--- src/rtl/regfile_write_arbiter_pkg.sv ---
// Shared types and sizes for the register-file write arbiter.
// Holds the register geometry and the write-request record used by both
// the secondary queue and the registered write-port stage.
package regfile_write_arbiter_pkg;

    localparam int REGISTER_WIDTH = 32;
    localparam int REGISTER_DEPTH = 32;
    localparam int ADDR_WIDTH     = $clog2(REGISTER_DEPTH);

    typedef struct packed {
        logic [ADDR_WIDTH-1:0]     addr;
        logic [REGISTER_WIDTH-1:0] data;
    } regfile_write_t;

    // Register 0 is hard-wired: a request to it is consumed but never written.
    function automatic logic writes_register(input regfile_write_t w);
        return (w.addr != {ADDR_WIDTH{1'b0}});
    endfunction

endpackage

--- src/rtl/regfile_write_arbiter_fifo.sv ---
// rf_write_fifo: circular buffer of pending secondary register writes.
// Exposes every slot and its valid bit so the top can build the
// pending-destination mask. Push is ignored when full, pop when empty.
module rf_write_fifo
    import regfile_write_arbiter_pkg::*;
#(
    parameter  int DEPTH = 4,
    localparam int PTR_W = $clog2(DEPTH),
    localparam int CNT_W = PTR_W + 1
) (
    input  logic                       clk,
    input  logic                       rst,
    input  logic                       push,
    input  regfile_write_t             push_entry,
    input  logic                       pop,
    output regfile_write_t             head,
    output logic [CNT_W-1:0]           count,
    output regfile_write_t [DEPTH-1:0] entries,
    output logic [DEPTH-1:0]           valid_bits
);

    logic [PTR_W-1:0]           wr_ptr_r;
    logic [PTR_W-1:0]           rd_ptr_r;
    logic [CNT_W-1:0]           count_r;
    regfile_write_t [DEPTH-1:0] mem_r;
    logic [DEPTH-1:0]           valid_r;
    logic                       do_push_s;
    logic                       do_pop_s;

    assign do_push_s  = push && (count_r < CNT_W'(DEPTH));
    assign do_pop_s   = pop && (count_r != {CNT_W{1'b0}});
    assign head       = mem_r[rd_ptr_r];
    assign count      = count_r;
    assign entries    = mem_r;
    assign valid_bits = valid_r;

    // Pointer and occupancy bookkeeping; pointers wrap as DEPTH is a power of two.
    always_ff @(posedge clk or negedge rst) begin
        if (!rst) begin
            wr_ptr_r <= {PTR_W{1'b0}};
            rd_ptr_r <= {PTR_W{1'b0}};
            count_r  <= {CNT_W{1'b0}};
        end else begin
            if (do_push_s) begin
                wr_ptr_r <= wr_ptr_r + PTR_W'(1);
            end
            if (do_pop_s) begin
                rd_ptr_r <= rd_ptr_r + PTR_W'(1);
            end
            case ({do_push_s, do_pop_s})
                2'b10:   count_r <= count_r + CNT_W'(1);
                2'b01:   count_r <= count_r - CNT_W'(1);
                default: count_r <= count_r;
            endcase
        end
    end

    // Slot storage and per-slot valid bits; push and pop never hit the same slot
    // because a pop needs a non-empty queue and a push needs a non-full one.
    always_ff @(posedge clk or negedge rst) begin
        if (!rst) begin
            mem_r   <= '0;
            valid_r <= {DEPTH{1'b0}};
        end else begin
            if (do_push_s) begin
                mem_r[wr_ptr_r]   <= push_entry;
                valid_r[wr_ptr_r] <= 1'b1;
            end
            if (do_pop_s) begin
                valid_r[rd_ptr_r] <= 1'b0;
            end
        end
    end

endmodule

--- src/rtl/regfile_write_arbiter.sv ---
// regfile_write_arbiter: shares the single register-file write port between
// the in-order writeback stage (primary) and queued long-latency results
// (secondary). Primary wins; secondary entries drain into idle cycles.
// Optional starvation guard: define REGFILE_ARB_STARVE_GUARD_EN to force a
// secondary grant after STARVE_LIMIT consecutive denied cycles.
module regfile_write_arbiter
    import regfile_write_arbiter_pkg::*;
#(
    parameter  int FIFO_DEPTH   = 4,
    parameter  int STARVE_LIMIT = 8,
    localparam int CNT_W        = $clog2(FIFO_DEPTH) + 1
) (
    input  logic                      clk,
    input  logic                      rst,
    input  logic                      pri_valid,
    output logic                      pri_ready,
    input  logic [ADDR_WIDTH-1:0]     pri_addr,
    input  logic [REGISTER_WIDTH-1:0] pri_data,
    input  logic                      sec_valid,
    output logic                      sec_ready,
    input  logic [ADDR_WIDTH-1:0]     sec_addr,
    input  logic [REGISTER_WIDTH-1:0] sec_data,
    output logic                      wr_enable,
    output logic [ADDR_WIDTH-1:0]     wr_address,
    output logic [REGISTER_WIDTH-1:0] wr_data,
    output logic [REGISTER_DEPTH-1:0] pending_mask,
    output logic [CNT_W-1:0]          fifo_count
);

    regfile_write_t                  head_s;
    regfile_write_t [FIFO_DEPTH-1:0] entries_s;
    logic [FIFO_DEPTH-1:0]           valid_bits_s;
    logic                            push_s;
    logic                            pop_s;
    logic                            fifo_empty_s;
    logic                            force_sec_s;
    logic                            grant_valid_s;
    regfile_write_t                  grant_entry_s;
    logic                            wr_enable_r;
    logic [ADDR_WIDTH-1:0]           wr_address_r;
    logic [REGISTER_WIDTH-1:0]       wr_data_r;

    // Readiness only looks at registered occupancy: a same-cycle pop never frees a slot.
    assign sec_ready    = rst && (fifo_count < CNT_W'(FIFO_DEPTH));
    assign push_s       = sec_valid && sec_ready;
    assign fifo_empty_s = (fifo_count == {CNT_W{1'b0}});
    assign pri_ready    = rst && !force_sec_s;

    rf_write_fifo #(.DEPTH(FIFO_DEPTH)) u_fifo (
        .clk        (clk),
        .rst        (rst),
        .push       (push_s),
        .push_entry ({sec_addr, sec_data}),
        .pop        (pop_s),
        .head       (head_s),
        .count      (fifo_count),
        .entries    (entries_s),
        .valid_bits (valid_bits_s)
    );

`ifdef REGFILE_ARB_STARVE_GUARD_EN
    localparam int STARVE_W = $clog2(STARVE_LIMIT + 1);
    logic [STARVE_W-1:0] starve_cnt_r;

    // Force the queue head through once primary has starved it for the limit.
    always_comb begin
        force_sec_s = 1'b0;
        if ((starve_cnt_r == STARVE_W'(STARVE_LIMIT)) && !fifo_empty_s) begin
            force_sec_s = 1'b1;
        end else begin
            force_sec_s = 1'b0;
        end
    end

    // Count consecutive cycles where a queued entry lost to primary.
    always_ff @(posedge clk or negedge rst) begin
        if (!rst) begin
            starve_cnt_r <= {STARVE_W{1'b0}};
        end else if (pop_s || fifo_empty_s) begin
            starve_cnt_r <= {STARVE_W{1'b0}};
        end else if (pri_valid) begin
            starve_cnt_r <= starve_cnt_r + STARVE_W'(1);
        end else begin
            starve_cnt_r <= starve_cnt_r;
        end
    end
`else
    assign force_sec_s = 1'b0;
`endif

    // Per-cycle grant: forced secondary, then primary, then queue drain, else idle.
    always_comb begin
        pop_s         = 1'b0;
        grant_valid_s = 1'b0;
        grant_entry_s = '0;
        if (!rst) begin
            grant_valid_s = 1'b0;
        end else if (force_sec_s) begin
            pop_s         = 1'b1;
            grant_valid_s = 1'b1;
            grant_entry_s = head_s;
        end else if (pri_valid) begin
            grant_valid_s = 1'b1;
            grant_entry_s = {pri_addr, pri_data};
        end else if (!fifo_empty_s) begin
            pop_s         = 1'b1;
            grant_valid_s = 1'b1;
            grant_entry_s = head_s;
        end else begin
            grant_valid_s = 1'b0;
        end
    end

    // Register the granted write; requests to register 0 are dropped here.
    always_ff @(posedge clk or negedge rst) begin
        if (!rst) begin
            wr_enable_r  <= 1'b0;
            wr_address_r <= {ADDR_WIDTH{1'b0}};
            wr_data_r    <= {REGISTER_WIDTH{1'b0}};
        end else if (grant_valid_s) begin
            wr_enable_r  <= writes_register(grant_entry_s);
            wr_address_r <= grant_entry_s.addr;
            wr_data_r    <= grant_entry_s.data;
        end else begin
            wr_enable_r  <= 1'b0;
        end
    end

    assign wr_enable  = wr_enable_r;
    assign wr_address = wr_address_r;
    assign wr_data    = wr_data_r;

    // Destination mask of every queued write; register 0 never needs a stall.
    always_comb begin
        pending_mask = {REGISTER_DEPTH{1'b0}};
        for (int i = 0; i < FIFO_DEPTH; i++) begin
            if (valid_bits_s[i]) begin
                pending_mask[entries_s[i].addr] = 1'b1;
            end else begin
                pending_mask[entries_s[i].addr] = pending_mask[entries_s[i].addr];
            end
        end
        pending_mask[0] = 1'b0;
    end

endmodule

--- config.mk ---
export PLATFORM = sky130hd
export DESIGN_NAME = regfile_write_arbiter
export DESIGN_NICKNAME = d
export VERILOG_FILES = /design/src/rtl/regfile_write_arbiter_pkg.sv /design/src/rtl/regfile_write_arbiter_fifo.sv /design/src/rtl/regfile_write_arbiter.sv
export SDC_FILE = /design/constraint.sdc
export NUM_CORES = 1
export LEC_CHECK = 0
export ABC_CLOCK_PERIOD_IN_PS = 3200
export BUFFER_PORTS_ARGS = -buffer_cell sky130_fd_sc_hd__buf_2
export CORE_MARGIN = 4
export CORE_UTILIZATION = 40
export DETAILED_ROUTE_END_ITERATION = 12
export GPL_TIMING_DRIVEN = 0
export PLACE_DENSITY = 0.58
export REMOVE_ABC_BUFFERS = 1
export SLEW_MARGIN = 25
export SYNTH_ARGS = -nofsm -noshare
export SYNTH_HDL_FRONTEND = slang
export SYNTH_HIERARCHICAL = 1
export SYNTH_SLANG_ARGS = --single-unit
--- constraint.sdc ---
create_clock -name clk -period 3.2 [get_ports clk]
set_input_delay 0.16 -clock clk [delete_from_list [all_inputs] [get_ports clk]]
set_output_delay 0.16 -clock clk [all_outputs]
set_load 0.01 [all_outputs]
==> impl_metrics.tcl <==
set metrics [dict create \
    area_delta_synth_final_pct 29.2 \
    root_buffer "clkbuf_16" \
    die_area_sq_um 33500 \
    synth_seq_cells 197 \
    dpl.cell_count 1608 \
    fin_cells 1791 \
    slew_headroom_pct 34.8 \
    status "complete, but fails checks" \
    drive_above_1_share_pct 45.5 \
    gr-usage-met2_pct 34.3 \
    clk_latency_ns 0.43 \
    cpMostUsedCell "buf_4" \
    fin_util_pct 52.9 \
    met3_usage_pct 3.97 \
    fp.dieW_um 183 \
    syn_inst 1140 \
    hold_start "sec_data[21]" \
    grt.overflow.total 0 \
    startpoint_type "flop" \
    rows 63 \
    rr_startpoint "u_fifo/count[2]" \
    avgSynthCellArea_sq_um 10.8 \
    hold_path_depth 2 \
    fmax_ghz 0.252 \
    tightest_slew_ns 0.975 \
    clock_skew_ns 0.0147 \
    hold_class "in -> reg" \
    reg2reg_to "u_fifo/count[2]" \
    critPathMaxFanout 11 \
    synth.distinct_cells 85 \
    power.density_nw_per_um2 945 \
    finalSetupViolCount 31 \
    cts_tree "yes" \
    wl_per_cell_um 21.1 \
    totalWireLength_mm 37.8 \
    gp_congestion 0.919 \
    reg2reg_slack_ns 0.25 \
    htreeDepth 4 \
    synth_edf_count 0 \
    start_util_pct 40.9 \
    diodes 0 \
    place_hpwl_mm 24.0 \
    cts.sinks 197 \
    fin_crit_ns 3.96 \
    final_area_sq_um 15800 \
    yosysWarnings 6 \
    ys_seq_area_share_pct 40.2 \
    fin_ws_ns -0.762 \
    grt_busiest_layer "met2" \
    clockBufferDepth 2 \
    grt_first_pass_wirelength_mm 57.0 \
    cap_violations 0 \
    critPathRequiredTime_ns 3.04 \
    hold_slack_ns 0.0193 \
    cp.arrival_ns 3.80 \
    grt_use_met1_pct 28.8 \
    ys_top_cells_by_area "dfrtp_1 (40%), mux2_2 (8.2%), mux2_4 (7.3%)" \
    critPathKind "reg -> out" \
    slowest_delay_ns 0.56 \
    yosysTopAreaCellShare_pct 40.2 \
    syn_area_sq_um 12300 \
    drc 0 \
    postSynth.asyncResetShare_pct 100 \
    coreArea_sq_um 30000 \
    antenna_found_initial 3 \
    rsz0062_at_grt "true" \
    grt_pass1_vias 10100 \
    vias 10600 \
    ir_worst_vdd_mv 0.569 \
    yosysTopAreaCell "dfrtp_1" \
    fin_nets 1476 \
    slew_viol_final 0 \
    port_buffers 151 \
    grtUsageTotal_pct 21.2 \
    ff2ff_path_depth 10 \
    ant_nets 0 \
    cts_made_buffers 17 \
    violations "setup timing" \
    fin_crit_sh_pct 124 \
    hold_viol_final 0 \
    p_leak_nw 6.92 \
    firstDrtPassIters 8 \
    clk_pin_slew_ns 0.07 \
    place_area_sq_um 13200 \
    p_total_mw 15.0 \
    first_iter_violations 909 \
    crit_chain "buf_4 > buf_4 > nor3b_4 > buf_4 > buf_6 > a31oi_2 > a21oi_2 > a2111oi_2 > or4_4 > nor4b_4 > o211ai_4 > buf_12 > nor2_4 > buf_12 > o31ai_2 > buf_2" \
    endpoint_kind "output pin" \
    holdPathEnd "u_fifo/entries[58]" \
    grt_max_degree 87 \
    top_level_ports 153 \
    worst_path_max_delay_cell "or4_4" \
    synth_flop_cell "dfrtp_1" \
    die_y_um 183 \
    vias_per_cell 5.90 \
]
## critical path, delay by kind of cell, from the launching register on
family | cells | cell delay, ns
buffers and inverters | 7 | 1.04
flip-flops | 1 | 0.46
AND/OR/NAND/NOR | 4 | 1.06
AO/OA/AOI/OAI | 5 | 0.80
## state kept, by name, summed over array words and instances (netlist names)
| name | count |
|---|---|
| u_fifo/wr_ptr_r | 2 |
| wr_enable | 1 |
| u_fifo/entries | 148 |
| u_fifo/count | 3 |
| u_fifo/rd_ptr_r | 2 |
| u_fifo/valid_bits | 4 |
| wr_data | 32 |
| wr_address | 5 |
## cells in the final DEF, fill, tap and decap left out, types with 8 or more instances in the layout
cell type      count
ha_1               9
nor2_4            10
o21ai_1           21
nand2b_1          11
buf_2            157
a21oi_1           39
o21ai_0           54
inv_1             13
o21ai_2           12
dfrtp_1          178
mux2_4            60
nand2_1          117
a22oi_1           44
nor3_1             9
buf_12            11
nand3_1           39
mux2_2            89
dfrtp_2           17
nor2_1            53
o211ai_1           8
buf_6             13
a211oi_1          20
buf_4             91
a31oi_1           17
mux4_2            37
clkbuf_16         19
dlygate4sd3_1     36
## area by class of cell
class / instances / area [sq um]
inverters: 14 / 52.6
fillers: 2652 / 14100
clock inverters: 14 / 136
clock buffers: 18 / 439
multi-input cells: 844 / 7420
well taps: 390 / 488
repair buffers: 314 / 2340
flip-flops and latches: 197 / 4960
## metal layers
| metal | vias to the layer above | wire [um] |
|---|---|---|
| li1 | 4792 | - |
| met1 | 5210 | 16000 |
| met2 | 463 | 18100 |
| met3 | 98 | 2460 |
| met4 | 6 | 1150 |
| met5 | - | 40 |
## cell usage after synthesis, types with 4 or more instances
master     instances
a2111oi_0          7
o21ai_1           15
inv_1             13
or2_2              7
o31ai_1            4
a31oi_1           22
o21ai_0           72
nand2_1          118
mux2_4            60
buf_4             10
a21oi_1           44
and3b_1            4
xor2_1             8
nor2b_1            8
a211oi_1          24
nand2b_1          13
nor4_1             7
o22ai_1            7
a221oi_1           4
buf_6              9
buf_12             7
mux4_2            37
nor3_1            14
nand3b_1           6
mux2_2            89
o211ai_1           8
buf_2             16
a22oi_1           44
clkbuf_1          44
nor2_1            66
nand4_1            4
nor3b_1            7
mux2i_1            7
nand3_1           42
a32oi_1            4
dfrtp_1          197
ha_1               9
and2_1             6
## per-stage QoR
| step | TNS [ns] | worst slack (ns) |
|---|---|---|
| finish | -21.66 | -0.762 |
| global route | -25.45 | -0.845 |
| CTS | -33.90 | -0.633 |
| detailed placement | -49.10 | -1.59 |
| global placement | -1077.66 | -8.92 |
| floorplan | -118.60 | -2.74 |
## kinds of logic (layout without fill, tap and decap cells)
kind of cell,Yosys count,in the layout,synth area share (%)
XOR/XNOR,11,11,0.786
AND/OR/NAND/NOR,334,335,14.1
adder cells (fa/ha/maj),10,10,1.08
flip-flops,197,197,40.2
buffers and inverters,100,360,5.01
AO/OA/AOI/OAI,294,294,15.9
other,1,1,0.0306
multiplexers,193,193,22.9
## repair_timing
item                                    4_1_cts  5_1_grt
setup buffers                                73       36
gates cloned                                  1        3
pin swaps                                    29       42
gates resized for setup                     109       69
hold buffers                                 38        1
endpoints found under the setup margin       31      182
endpoints found under the hold margin       156      119
## power breakdown
part,switching [mW],internal [mW]
logic,3.98,4.04
clock network,1.04,1.06
registers,1.23,3.62
## how the worst max path moves through the flow
stage          slack [ns]  cells past startpoint               end               start
2_1_floorplan       -2.74                      2     wr_address[0]     u_fifo/count[2]
3_3_place_gp        -8.92                      4     wr_address[2]                 rst
3_5_place_dp        -1.59                     11   pending_mask[2]  u_fifo/entries[69]
4_1_cts             -0.63                     13   pending_mask[2]  u_fifo/entries[73]
5_1_grt             -0.84                     14   pending_mask[7]  u_fifo/entries[71]
6_report            -0.76                     16  pending_mask[31]  u_fifo/entries[71]
No activity file was read; power rests on OpenSTA's default activity.
